**src/rtl/rgbw_pkg.sv**
```systemverilog
// rtl/rgbw_pkg.sv - shared constants and FSM encoding for the RGBW pixel converter
package rgbw_pkg;

  localparam int CHAN_W = 8;

  typedef enum logic [1:0] {
    ST_IDLE = 2'd0,
    ST_CALC = 2'd1,
    ST_OUT  = 2'd2
  } state_t;

  // Channel slot k occupies bits [k*CHAN_BITS +: CHAN_BITS] of a word.
  localparam int IN_R_SLOT  = 2;
  localparam int IN_G_SLOT  = 1;
  localparam int IN_B_SLOT  = 0;

  localparam int OUT_G_SLOT = 3;
  localparam int OUT_R_SLOT = 2;
  localparam int OUT_B_SLOT = 1;
  localparam int OUT_W_SLOT = 0;

endpackage

```
**src/rtl/rgbw_min3.sv**
```systemverilog
// rtl/rgbw_min3.sv - combinational unsigned minimum of three channel values
module rgbw_min3 #(
  parameter int W = 8
) (
  input  logic [W-1:0] a,
  input  logic [W-1:0] b,
  input  logic [W-1:0] c,
  output logic [W-1:0] y
);

  logic [W-1:0] ab;

  always_comb begin
    ab = (a < b) ? a : b;
    y  = (ab < c) ? ab : c;
  end

endmodule

```
**src/rtl/rgbw_pixel_converter.sv**
```systemverilog
// rtl/rgbw_pixel_converter.sv - FIFO-fed RGB to GRBW converter; RGBW_ADDITIVE_WHITE_EN keeps RGB unsubtracted
module rgbw_pixel_converter
  import rgbw_pkg::*;
#(
  parameter int DATA_SIZE        = 32,
  parameter int CHAN_BITS        = CHAN_W,
  parameter int PIXELS_PER_FRAME = 16
) (
  input  logic                 r_clk,
  input  logic                 r_rst,
  input  logic [DATA_SIZE-1:0] fifo_data,
  input  logic                 fifo_empty,
  output logic                 fifo_rd_en,
  output logic [DATA_SIZE-1:0] out_data,
  output logic                 out_valid,
  input  logic                 out_ready,
  output logic                 out_last,
  output logic                 busy
);

  localparam int CNT_W = (PIXELS_PER_FRAME > 1) ? $clog2(PIXELS_PER_FRAME) : 1;
  localparam logic [CNT_W-1:0] LAST_IDX = CNT_W'(PIXELS_PER_FRAME - 1);

  state_t state, state_next;

  logic [CHAN_BITS-1:0] r_q, g_q, b_q;
  logic [CHAN_BITS-1:0] r_o, g_o, b_o, w_o;
  logic [CHAN_BITS-1:0] r_new, g_new, b_new, w_min;
  logic [CNT_W-1:0]     pixel_cnt;
  logic                 last_q;

  // Bits above the RGB fields carry nothing for this block.
  logic unused_fifo_bits;
  assign unused_fifo_bits = ^fifo_data;

  rgbw_min3 #(.W(CHAN_BITS)) u_min3 (
    .a (r_q),
    .b (g_q),
    .c (b_q),
    .y (w_min)
  );

`ifdef RGBW_ADDITIVE_WHITE_EN
  assign r_new = r_q;
  assign g_new = g_q;
  assign b_new = b_q;
`else
  assign r_new = r_q - w_min;
  assign g_new = g_q - w_min;
  assign b_new = b_q - w_min;
`endif

  always_ff @(posedge r_clk or posedge r_rst) begin
    if (r_rst) state <= ST_IDLE;
    else       state <= state_next;
  end

  always_comb begin
    state_next = state;
    case (state)
      ST_IDLE: if (!fifo_empty) state_next = ST_CALC;
      ST_CALC: state_next = ST_OUT;
      ST_OUT:  if (out_ready) state_next = ST_IDLE;
      default: state_next = ST_IDLE;
    endcase
  end

  // Pop is combinational so the word is consumed in the cycle it is latched;
  // the reset term keeps the strobe quiet while the FSM is held.
  always_comb begin
    fifo_rd_en = 1'b0;
    out_valid  = 1'b0;
    busy       = 1'b1;
    case (state)
      ST_IDLE: begin
        busy       = 1'b0;
        fifo_rd_en = !fifo_empty && !r_rst;
      end
      ST_OUT:  out_valid = 1'b1;
      default: ;
    endcase
  end

  always_ff @(posedge r_clk or posedge r_rst) begin
    if (r_rst) begin
      r_q       <= '0;
      g_q       <= '0;
      b_q       <= '0;
      r_o       <= '0;
      g_o       <= '0;
      b_o       <= '0;
      w_o       <= '0;
      last_q    <= 1'b0;
      pixel_cnt <= '0;
    end else begin
      case (state)
        ST_IDLE: begin
          if (!fifo_empty) begin
            r_q <= fifo_data[IN_R_SLOT*CHAN_BITS +: CHAN_BITS];
            g_q <= fifo_data[IN_G_SLOT*CHAN_BITS +: CHAN_BITS];
            b_q <= fifo_data[IN_B_SLOT*CHAN_BITS +: CHAN_BITS];
          end
        end
        ST_CALC: begin
          r_o    <= r_new;
          g_o    <= g_new;
          b_o    <= b_new;
          w_o    <= w_min;
          last_q <= (pixel_cnt == LAST_IDX);
        end
        ST_OUT: begin
          if (out_ready)
            pixel_cnt <= (pixel_cnt == LAST_IDX) ? '0 : pixel_cnt + CNT_W'(1);
        end
        default: ;
      endcase
    end
  end

  always_comb begin
    out_data = '0;
    out_data[OUT_G_SLOT*CHAN_BITS +: CHAN_BITS] = g_o;
    out_data[OUT_R_SLOT*CHAN_BITS +: CHAN_BITS] = r_o;
    out_data[OUT_B_SLOT*CHAN_BITS +: CHAN_BITS] = b_o;
    out_data[OUT_W_SLOT*CHAN_BITS +: CHAN_BITS] = w_o;
  end

  assign out_last = last_q && (state == ST_OUT);

endmodule

```
**config.mk**
```make
export PLATFORM = sky130hd
export DESIGN_NAME = rgbw_pixel_converter
export DESIGN_NICKNAME = d
export VERILOG_FILES = /design/src/rtl/rgbw_pkg.sv /design/src/rtl/rgbw_min3.sv /design/src/rtl/rgbw_pixel_converter.sv
export SDC_FILE = /design/constraint.sdc
export NUM_CORES = 1
export LEC_CHECK = 0
export ABC_CLOCK_PERIOD_IN_PS = 9400
export BUFFER_PORTS_ARGS = -buffer_cell sky130_fd_sc_hd__buf_2
export CAP_MARGIN = 40
export CORE_UTILIZATION = 40
export CTS_CLUSTER_DIAMETER = 50
export CTS_CLUSTER_SIZE = 24
export DETAILED_ROUTE_END_ITERATION = 10
export SLEW_MARGIN = 20
export SYNTH_ARGS = -nofsm -noshare
export SYNTH_HDL_FRONTEND = slang
export SYNTH_SLANG_ARGS = --single-unit
```
**constraint.sdc**
```tcl
create_clock -name r_clk -period 9.4 [get_ports r_clk]
set_clock_uncertainty 0.1 [all_clocks]
set_input_delay 0.94 -clock r_clk [delete_from_list [all_inputs] [get_ports r_clk]]
set_output_delay 0.94 -clock r_clk [all_outputs]
set_load 0.02 [all_outputs]
```
### Word level (Yosys, flattened, before mapping)

Cells that the tools add are included.

| word-level totals | value |
|---|---|
| bits in registers | 63 |
| output and inout bits | 36 |

| operators by class | value |
|---|---|
| add/sub/neg operators | 4 |
| order comparisons | 2 |
| equality and inequality tests | 5 |
| multiplexer cells | 9 |
| bitwise logic cells | 1 |
| reductions and logical operators | 8 |

Operator list:

| operator | count |
|---|---|
| $sub 8x8->8 | 3 |
| $lt 8x8->1 | 2 |
| $mux 8 | 2 |
| $pmux 2 s3 | 1 |
| $reduce_and 2->1 | 3 |
| $add 4x1->4 const B | 1 |
| $eq 4x4->1 const B | 1 |
| $mux 2 | 2 |
| $mux 4 | 1 |
| $ne 2x2->1 const B | 2 |
| $mux 1 | 3 |
| $eq 2x1->1 const B | 1 |
| $eq 2x2->1 const B | 1 |
| $logic_and 1x1->1 | 2 |
| $logic_not 1->1 | 2 |
| $logic_not 2->1 | 1 |
| $not 1->1 | 1 |

### Longest topological paths before layout

| depth | value |
|---|---|
| depth in word-level cells | 5 |
| depth in mapped cells | 27 |
| depth with buffers taken out | 25 |

### Hierarchy

A second synthesis with hierarchy kept.

| second synthesis, totals | value |
|---|---|
| cell total of the unflattened synthesis | 407 |
| area total of the unflattened synthesis | 4063.9 um2 |

By module, submodules not included:

| module | times used | cells each | area each (um2) | sequential area each (um2) |
|---|---|---|---|---|
| rgbw_pixel_converter | 1 | 338 | 3490.8 | 1576.5 |
| rgbw_min3 | 1 | 69 | 573.0 | 0.0 |

### Least setup slack after synthesis

Ideal clock, no wire load.

| timing | value |
|---|---|
| path type | flip-flop to flip-flop |
| from | reg g_q[3] |
| to | reg r_o[6] |
| data arrival time | 5.467 ns |
| required time | 9.171 ns |
| slack | 3.704 ns |
| stages on the path, launching flop included | 25 |
| path buffers | 2 |
| clock period less this slack | 5.696 ns |
| path through | dfrtp_1 clkbuf_1 inv_1 ha_1 o21ai_1 a211o_1 o21ai_2 buf_6 mux2i_1 inv_1 ha_1 a211oi_1 nor2_1 nor3_2 nand2_1 o21ai_0 ha_1 inv_1 ha_1 o31ai_1 a41oi_1 maj3_1 maj3_1 xnor2_1 o21ai_1 |

| on the way | value |
|---|---|
| longest elaborated chain between the ends | 5 |

Ends and longest elaborated chain:

| element | RTL line | text |
|---|---|---|
| start: declaration | rgbw_pixel_converter.sv:26 | `logic [CHAN_BITS-1:0] r_q, g_q, b_q;` |
| start signal: assignment | rgbw_pixel_converter.sv:100 | `g_q <= fifo_data[IN_G_SLOT*CHAN_BITS +: CHAN_BITS];` |
| $lt 8x8->1 | rgbw_min3.sv:14 | `ab = (a < b) ? a : b;` |
| $mux 8 (*) | rgbw_min3.sv:14 |  |
| $lt 8x8->1 | rgbw_min3.sv:15 | `y = (ab < c) ? ab : c;` |
| $mux 8 (*) | rgbw_min3.sv:15 |  |
| via u_min3.y[0] | rgbw_min3.sv:8 | `output logic [W-1:0] y` |
| $sub 8x8->8 (*) | rgbw_pixel_converter.sv:48 | `assign r_new = r_q - w_min;` |
| end signal: assignment | rgbw_pixel_converter.sv:105 | `r_o <= r_new;` |
| end: declaration | rgbw_pixel_converter.sv:27 | `logic [CHAN_BITS-1:0] r_o, g_o, b_o, w_o;` |

Mark *: on every way through the listed nets, which the timed path passes. The rest lies on a longest branch.
A chain may end at the register's enable or synchronous reset.

### Final worst setup path

Same ends and word-level chain as after synthesis.

==> flow_summary_export.csv <==
group,metric,value,unit
outcome,status,"finished, final reports clean",
logic_synthesis,synth-xor-area-share,0.0630,
logic_synthesis,syn_area_per_cell,8.82,um^2
grt,overflow,0,
worst_hold_path,min_to,"g_o[3]",
cells_and_area,diodes,0,
drt,drc,0,
clocking,cts_hold_buf,0,
logic_synthesis,async_flop_share,1.00,
critical_path,arrival,7.01,ns
logic_synthesis,yosys-top-cells-area,"dfrtp_1 (39%), ha_1 (7.4%), o21ai_0 (7.4%)",
floorplanning,std_cell_rows,36,
floorplanning,die_y,102,um
worst_hold_path,hold_path.class,"flop to flop",
cells_and_area,seq_area,0.00158,mm^2
clocking,clock_sinks,63,
cells_and_area,multi_input_area,0.00226,mm^2
sta,hold_viol,0,
logic_synthesis,synthSimpleGateAreaFrac,0.155,
drt,drtIter0Drc,130,
critical_path,r2r-end,"r_o[6]",
grt,grt_usage,0.193,
cells_and_area,fin_nets,576,
logic_synthesis,synth_mux_area_frac,0.0549,
grt,antenna_found_initial,0,
critical_path,r2r-start,"g_q[3]",
floorplanning,initial_utilization,0.412,
placed_design,port_buffers,63,
logic_synthesis,synth_ff_type,"dfrtp_1",
critical_path,crit_slowest_cell,"o21ai_2",
cells_and_area,fillers,970,
logic_synthesis,synth_top_cell_by_area,"dfrtp_1",
sta,period_needed,6.86,ns
critical_path,crit_required,9.55,ns
logic_synthesis,ys_seq_area_frac,0.391,
clocking,post-cts-setup-buffers,0,
logic_synthesis,synth_edf_count,0,
drt,viasPerCell,5.20,
critical_path,critPathLaunchType,"flop",
floorplanning,io_pins,72,
logic_synthesis,synth_top_area_share,0.391,
cells_and_area,drive_gt1_frac,0.228,
sta,tns,0,ns
drt,dr_total_vias,3398,
logic_synthesis,synthCells,457,
critical_path,crit_fanout,11,
critical_path,end_kind,"flop",
drt,dr.pass1.iters,4,
clocking,h-tree-depth,3,
critical_path,r2r_slack,2.54,ns
clocking,cts-buffers-inserted,9,
clocking,clk_latency,0.36,ns
logic_synthesis,yosysMostFrequentCell,"nand2_1",
sta,worstMarginPinSlew,0.792,ns
critical_path,reg2reg_depth,22,
logic_synthesis,ys_warn_count,0,
clocking,clock_path_buffers,2,
clocking,clk_pin_slew,0.07,ns
sta,rsz0062_at_grt,"no",
floorplanning,core,0.00977,mm^2
sta,period_share,0.730,
logic_synthesis,syn_area,0.00403,mm^2
worst_hold_path,min_from,"g_o[3]",
drt,finalWirelength,9.23,mm
critical_path,path_buf_inv,3,
logic_synthesis,ys_types,57,
logic_synthesis,synth_top_family_by_area,"compound AO/OA/AOI/OAI gates",
sta,maxSlewHeadroom,0.469,
clocking,root_buffer,"clkbuf_8",
critical_path,crit_top_cell,"ha_1",
worst_hold_path,holdPathStages,2,
grt,grt_pass1_wl,15.4,mm
grt,grt_pass1_vias,3176,
floorplanning,dieArea,0.0105,mm^2
critical_path,critPathKind,"flop to flop",
drt,wl_per_cell,14.1,um
sta,setup_violations,0,
cells_and_area,area_growth,17.8,%
clocking,cts-resized-gates,0,
placed_design,dp_hpwl,6.91,mm
logic_synthesis,yosys-top-cells-count,"nand2_1 (76), dfrtp_1 (63), o21ai_0 (60)",
grt,grt_max_degree,64,
critical_path,cp_cell_sequence,"inv_1 > ha_1 > o21ai_1 > a211o_1 > o21ai_2 > mux2i_1 > inv_1 > ha_1 > a211oi_1 > nor2_1 > nor3_2 > nand2_1 > o21ai_0 > ha_1 > inv_1 > ha_1 > o31ai_1 > a41oi_1 > maj3_1 > maj3_1 > xnor2_1 > o21ai_1",
critical_path,max_stage_delay,0.62,ns
flow_run,drv_cap,0,
sta,slew_violations,0,
floorplanning,die_w,102,um
logic_synthesis,synth_compound_area_frac,0.204,
clocking,tritoncts,"done",
placed_design,gp_congestion,0.879,
logic_synthesis,synth_fa_ha_area_frac,0.0819,
drt,ant_nets,0,
logic_synthesis,syn-num-nets,517,
logic_synthesis,ys_ff_latch,63,
sta,timing.fmax,146,MHz
critical_path,cpLargestDelayFamily,"compound AO/OA/AOI/OAI gates",
## cell type report
class	instances	share of cell area
clock inverters	7	0.0256
flip-flops and latches	63	0.332
repair buffers	68	0.0811
multi-input cells	342	0.475
clock buffers	9	0.0261
well taps	133	0.0350
inverters	32	0.0253
## state kept, by name, indices dropped and copies added (netlist names)
signal,cells
b_o,8
r_o,8
pixel_cnt,4
w_o,8
state,2
g_o,8
b_q,8
r_q,8
last_q,1
g_q,8
## worst min-delay path, delay by kind of cell (launching register included)
| family | cells | cell delay (ns) |
|---|---|---|
| AO/OA/AOI/OAI | 1 | 0.06 |
| AND/OR/NAND/NOR | 1 | 0.04 |
| flip-flops | 1 | 0.34 |
## per-layer routing
layer | track usage | wire, um
met4 | 0.0780 | 162
met5 | 0 | 0
met1 | 0.267 | 4400
met3 | 0.0383 | 347
met2 | 0.295 | 4320
## how the worst max path moves through the flow
stage / from / endpoint / cells past startpoint
after floorplan: g_q[3] / r_o[6] / 24
after global placement: g_q[3] / r_o[6] / 22
after detailed placement: g_q[3] / r_o[6] / 22
after CTS: g_q[3] / r_o[6] / 22
after global routing: g_q[3] / r_o[6] / 22
final: g_q[3] / r_o[6] / 22
## stage by stage
step	cells	worst slack [ns]	hold WS, ns	util	cell area, um^2
floorplan	457	3.70	0.342	-	4030
global placement	636	2.56	0.361	0.456	4460
detailed placement	637	2.53	0.366	0.459	4480
CTS	653	2.52	0.382	0.484	4730
global route	654	1.99	0.402	0.486	4750
finish	654	2.54	0.373	0.486	4750
## layout by cell type, fill, tap and decap left out, drive strengths merged, types with 3 or more instances in the layout
master,count
nand2,76
buf,68
o21ai,66
dfrtp,63
inv,32
xnor2,26
ha,24
nor2,24
a21oi,18
mux2,14
nor3,13
clkbuf,9
nand3,7
a31oi,6
mux2i,6
and2,5
o31ai,5
a211oi,4
clkinv,4
or2,4
o21a,3
o221a,3
nor4,3
xor2,3
maj3,3
bufinv,3
## cells by family after synthesis
group	count (synthesis)
fa+ha+maj	27
xor+xnor	29
compound gates	125
flops	63
simple gates	141
mux	20
buf+inv	52
Power is left out: the tool's default activity adds up to more than one toggle a clock period on the data nets, which glitch-free logic cannot reach.
